<file path="config.mk">
export PLATFORM = sky130hd
export DESIGN_NAME = idx_onehot_dispatcher
export DESIGN_NICKNAME = d
export VERILOG_FILES = /design/src/rtl/idx_onehot_dispatcher.sv
export SDC_FILE = /design/constraint.sdc
export NUM_CORES = 1
export LEC_CHECK = 0
export CORE_MARGIN = 2
export CORE_UTILIZATION = 28
export CTS_BUF_LIST = sky130_fd_sc_hd__clkbuf_8
export DETAILED_ROUTE_END_ITERATION = 8
export PLACE_DENSITY = 0.47
export SLEW_MARGIN = 20
export SYNTH_ARGS = -nofsm -noshare
export SYNTH_HDL_FRONTEND = slang
export SYNTH_SLANG_ARGS = --single-unit
</file>
<file path="constraint.sdc">
create_clock -name clk -period 1.9 [get_ports clk]
set_input_delay 0.19 -clock clk [delete_from_list [all_inputs] [get_ports clk]]
set_output_delay 0.19 -clock clk [all_outputs]
set_load 0.05 [all_outputs]
</file>
<file path="src/rtl/idx_onehot_dispatcher.sv">
// Receive end of the priority-encoded request path: buffers incoming indices in a
// small FIFO and replays each as a one-hot pulse held HOLD_CYCLES cycles, then one idle cycle.
module idx_onehot_dispatcher #(
    parameter  int IDX_W       = 2,
    parameter  int DEPTH       = 4,
    parameter  int HOLD_CYCLES = 2,
    localparam int N           = 2 ** IDX_W,
    localparam int LVL_W       = $clog2(DEPTH) + 1
) (
    input  logic             clk,
    input  logic             rst_n,
    input  logic [IDX_W-1:0] in_idx,
    input  logic             in_valid,
    output logic             in_ready,
    input  logic             flush,
    output logic [N-1:0]     out_onehot,
    output logic             out_valid,
    output logic [LVL_W-1:0] level,
    output logic [1:0]       dbg_state_o
);

    localparam int PTR_W = $clog2(DEPTH);
    localparam int CNT_W = (HOLD_CYCLES > 1) ? $clog2(HOLD_CYCLES) : 1;

    typedef enum logic [1:0] {
        S_IDLE  = 2'd0,
        S_DRIVE = 2'd1,
        S_GAP   = 2'd2
    } state_t;

    state_t             state_q, state_d;
    logic [CNT_W-1:0]   cnt_q, cnt_d;
    logic [N-1:0]       onehot_q, onehot_d;
    logic               valid_q, valid_d;
    logic [PTR_W-1:0]   wr_ptr_q, wr_ptr_d;
    logic [PTR_W-1:0]   rd_ptr_q, rd_ptr_d;
    logic [LVL_W-1:0]   level_q, level_d;
    logic [IDX_W-1:0]   mem_q [DEPTH];
    logic               push, pop;

    // Readiness comes only from registered occupancy; a same-cycle pop never frees a slot.
    assign in_ready = (level_q != LVL_W'(DEPTH));
    assign push     = in_valid && in_ready && !flush;

    always_comb begin
        state_d  = state_q;
        cnt_d    = cnt_q;
        onehot_d = onehot_q;
        pop      = 1'b0;
        if (flush) begin
            state_d  = S_IDLE;
            cnt_d    = '0;
            onehot_d = '0;
        end else begin
            case (state_q)
                S_IDLE, S_GAP: begin
                    if (level_q != '0) begin
                        pop      = 1'b1;
                        onehot_d = N'(1) << mem_q[rd_ptr_q];
                        cnt_d    = CNT_W'(HOLD_CYCLES - 1);
                        state_d  = S_DRIVE;
                    end else begin
                        onehot_d = '0;
                        state_d  = S_IDLE;
                    end
                end
                S_DRIVE: begin
                    if (cnt_q == '0) begin
                        onehot_d = '0;
                        state_d  = S_GAP;
                    end else begin
                        cnt_d = cnt_q - CNT_W'(1);
                    end
                end
                default: begin
                    onehot_d = '0;
                    state_d  = S_IDLE;
                end
            endcase
        end
        valid_d = (onehot_d != '0);
    end

    always_comb begin
        wr_ptr_d = wr_ptr_q;
        rd_ptr_d = rd_ptr_q;
        level_d  = level_q;
        if (flush) begin
            wr_ptr_d = '0;
            rd_ptr_d = '0;
            level_d  = '0;
        end else begin
            if (push) wr_ptr_d = wr_ptr_q + PTR_W'(1);
            if (pop)  rd_ptr_d = rd_ptr_q + PTR_W'(1);
            case ({push, pop})
                2'b10:   level_d = level_q + LVL_W'(1);
                2'b01:   level_d = level_q - LVL_W'(1);
                default: level_d = level_q;
            endcase
        end
    end

    always_ff @(posedge clk or negedge rst_n) begin
        if (!rst_n) begin
            state_q  <= S_IDLE;
            cnt_q    <= '0;
            onehot_q <= '0;
            valid_q  <= 1'b0;
            wr_ptr_q <= '0;
            rd_ptr_q <= '0;
            level_q  <= '0;
        end else begin
            state_q  <= state_d;
            cnt_q    <= cnt_d;
            onehot_q <= onehot_d;
            valid_q  <= valid_d;
            wr_ptr_q <= wr_ptr_d;
            rd_ptr_q <= rd_ptr_d;
            level_q  <= level_d;
        end
    end

    // Storage needs no reset: an entry is only read after it has been written.
    always_ff @(posedge clk) begin
        if (push) mem_q[wr_ptr_q] <= in_idx;
    end

    assign out_onehot  = onehot_q;
    assign out_valid   = valid_q;
    assign level       = level_q;
    assign dbg_state_o = state_q;

endmodule
</file>
==> flow_metrics.py <==
metrics = {
    "status": {
        "outcome": "complete, no violations",
    },
    "place": {
        "place_hpwl_mm": 1.54,
        "dpl-instance-area_sq_um": 1440,
        "placedCellCount": 163,
        "place_ws_ns": 0.0448,
        "port_buffers": 16,
        "gp_congestion": 0.737,
    },
    "drt": {
        "ant_nets": 0,
        "routedWlPerCell_um": 12.2,
        "vias": 748,
        "drt_iter0_markers": 29,
        "drt_wl_total_mm": 2.04,
        "drc_errors": 0,
        "firstDrtPassIters": 4,
        "via_per_inst": 4.48,
    },
    "cts": {
        "clock_sinks": 23,
        "cts_tree": "built",
        "path_clk_slew_ns": 0.08,
        "clock_latency_ns": 0.26,
        "clk_path_buf_depth": 2,
        "cts_buffers": 3,
        "cts-root-buf": "clkbuf_8",
        "htreeDepth": 1,
    },
    "synthesis": {
        "synth_cell_types": 33,
        "ys_seq_elements": 23,
        "synthCells": 90,
        "ys_seq_area_share_pct": 54.7,
        "synth_area_sq_um": 1120,
        "syn_area_per_cell_sq_um": 12.5,
        "synth_ff_type": "dfrtp_1",
        "syn_nets": 101,
        "ys_async_sr_fraction_pct": 65.2,
        "synth-edff-count": 8,
        "ys.warnings.count": 0,
    },
    "power_and_ir_drop": {
        "vdd_ir_drop_max_uv": 303,
        "pwr-share-comb_pct": 46.8,
        "total_power_mw": 1.88,
        "leakage_nw": 0.600,
        "seqPwrFrac_pct": 37.0,
        "switching_share_pct": 39.2,
        "switching_power_mw": 0.738,
        "p_clk_share_pct": 16.2,
        "p_per_area_nw_per_um2": 1270,
        "p_int_mw": 1.15,
    },
    "finish": {
        "syn2layout_area_growth_pct": 32.3,
        "regArea_sq_um": 619,
        "fill_cells": 388,
        "finish.utilization_pct": 37.7,
        "num_antenna_cells": 0,
        "multi_input_area_sq_um": 509,
        "final_cell_count_no_fill": 167,
        "drive_gt1_share_pct": 26.5,
        "nNetsFinal": 129,
        "stdcell_area_sq_um": 1490,
    },
    "global_route": {
        "grt_pass1_wl_mm": 3.24,
        "grt_pass1_vias": 708,
        "grt_antenna_before_repair": 0,
        "grt_max_degree": 21,
        "grt-ovfl-total": 0,
        "gr-usage-all-layers_pct": 9.96,
    },
    "floorplanning": {
        "io_pins": 17,
        "die_x_um": 67.4,
        "start_util_pct": 28.5,
        "die_area_sq_um": 4540,
        "std_cell_rows": 23,
        "coreArea_sq_um": 3940,
        "die_y_um": 67.4,
    },
    "timing": {
        "slew_violations": 0,
        "setup_violations": 0,
        "hold_viol_final": 0,
        "clock_skew_ns": 0.00222,
        "max_freq_mhz": 556,
        "worst_pin_slew_ns": 0.498,
        "fin_crit_sh_pct": 94.7,
        "holdWs_ns": 0.233,
        "fin_ws_ns": 0.101,
        "finalCriticalPeriod_ns": 1.80,
        "rsz0062_at_grt": "false",
        "relSlewSlack_pct": 66.7,
        "fin_tns_setup_ns": 0,
    },
    "critical_path": {
        "cp.required_ns": 1.71,
        "crit_type": "register to output pin",
        "endpoint_kind": "output pin",
        "cp_slowest_cell": "clkdlybuf4s50_1",
        "start_kind": "register",
        "arrival_ns": 1.61,
        "crit_path_max_incr_delay_ns": 0.80,
        "path_cells": "buf_4 -> clkdlybuf4s50_1",
        "crit_path_max_fanout": 5,
        "rr_worst_depth": 6,
    },
    "job": {
        "cap_violations": 0,
    },
    "min_path": {
        "worstHoldPathType": "input port to async pin",
    },
}
## cells in the final DEF, fill, tap and decap left out, drive strengths merged, types with 2 or more instances in the layout
cell / instances
inv: 2
mux4: 2
xnor2: 2
nor2b: 2
nand2b: 3
nand2: 7
o21ai: 2
buf: 12
a21oi: 3
clkbuf: 3
dfrtp: 15
o41ai: 2
edfxtp: 8
clkdlybuf4s50: 15
nor3: 5
nor3b: 4
and2: 5
mux2i: 3
nor2: 5
ha: 4
## logic make-up after synthesis
family | Yosys count | synth area share, %
adder cells (fa/ha/maj) | 5 | 6.23
flip-flops | 23 | 54.7
multiplexers | 6 | 8.01
XOR/XNOR | 3 | 2.34
AND/OR/NAND/NOR | 36 | 18.0
buffers and inverters | 6 | 2.78
AO/OA/AOI/OAI | 11 | 7.90
## critical path, delay by kind of cell, from the launching register on
| family | cells | cell delay (ns) |
|---|---|---|
| buffers and inverters | 2 | 0.94 |
| flip-flops | 1 | 0.41 |
## state kept, by name, indices dropped and copies added (netlist names)
signal       count
rd_ptr_q         2
level            3
out_valid        1
cnt_q            1
out_onehot       4
wr_ptr_q         2
dbg_state_o      2
mem_q            8
## synth_stat cells, drive strengths merged (3+ instances only)
| cell type | count | share of area [%] |
|---|---|---|
| a21oi | 3 | 1.3 |
| and2 | 5 | 2.8 |
| dfrtp | 15 | 33 |
| edfxtp | 8 | 21 |
| ha | 4 | 4.4 |
| mux2i | 3 | 2.7 |
| nand2 | 7 | 2.3 |
| nand2b | 3 | 1.7 |
| nor2 | 5 | 1.7 |
| nor3 | 5 | 2.2 |
| nor3b | 4 | 2.7 |
## what timing repair did
item | CTS | global route
endpoints found under the hold margin | 0 | 0
hold buffers | 0 | 0
setup buffers | 0 | 0
endpoints found under the setup margin | 0 | 3
resized for setup | 0 | 1
## final cells by class
cell class | instances | share of cell area [%]
repair buffers | 27 | 16.1
multi-input cells | 61 | 34.2
well taps | 50 | 4.21
flip-flops and latches | 23 | 41.6
inverters | 2 | 0.505
clock buffers | 3 | 2.78
clock inverters | 1 | 0.505
## path summary, 6_finish.rpt
kind / slack [ns] / endpoint / start
min in group clk: 0.48 / dbg_state_o[1] / cnt_q
worst min-delay path: 0.23 / out_onehot[1] / rst_n
worst max-delay path: 0.10 / level[2] / level[2]
max in group asynchronous: 1.48 / level[1] / rst_n
worst max register to register: 0.11 / level[1] / level[0]
worst min register to register: 0.48 / dbg_state_o[1] / cnt_q
## power by group through the flow
stage / Sequential (mW) / Combinational, mW / Clock [mW]
detailed placement: 0.709 / 0.880 / 0
CTS: 0.698 / 0.887 / 0.322
global route: 0.715 / 0.946 / 0.346
global placement: 0.705 / 0.885 / 0
finish: 0.697 / 0.882 / 0.304
floorplan: 0.911 / 0.401 / 0
## metal layers
metal | GRT usage (%) | wire (um)
met5 | 0 | 0
met4 | 6.12 | 34
met2 | 16.5 | 1070
met1 | 11.6 | 868
met3 | 2.50 | 68
Power figures use the tool's default switching activity.
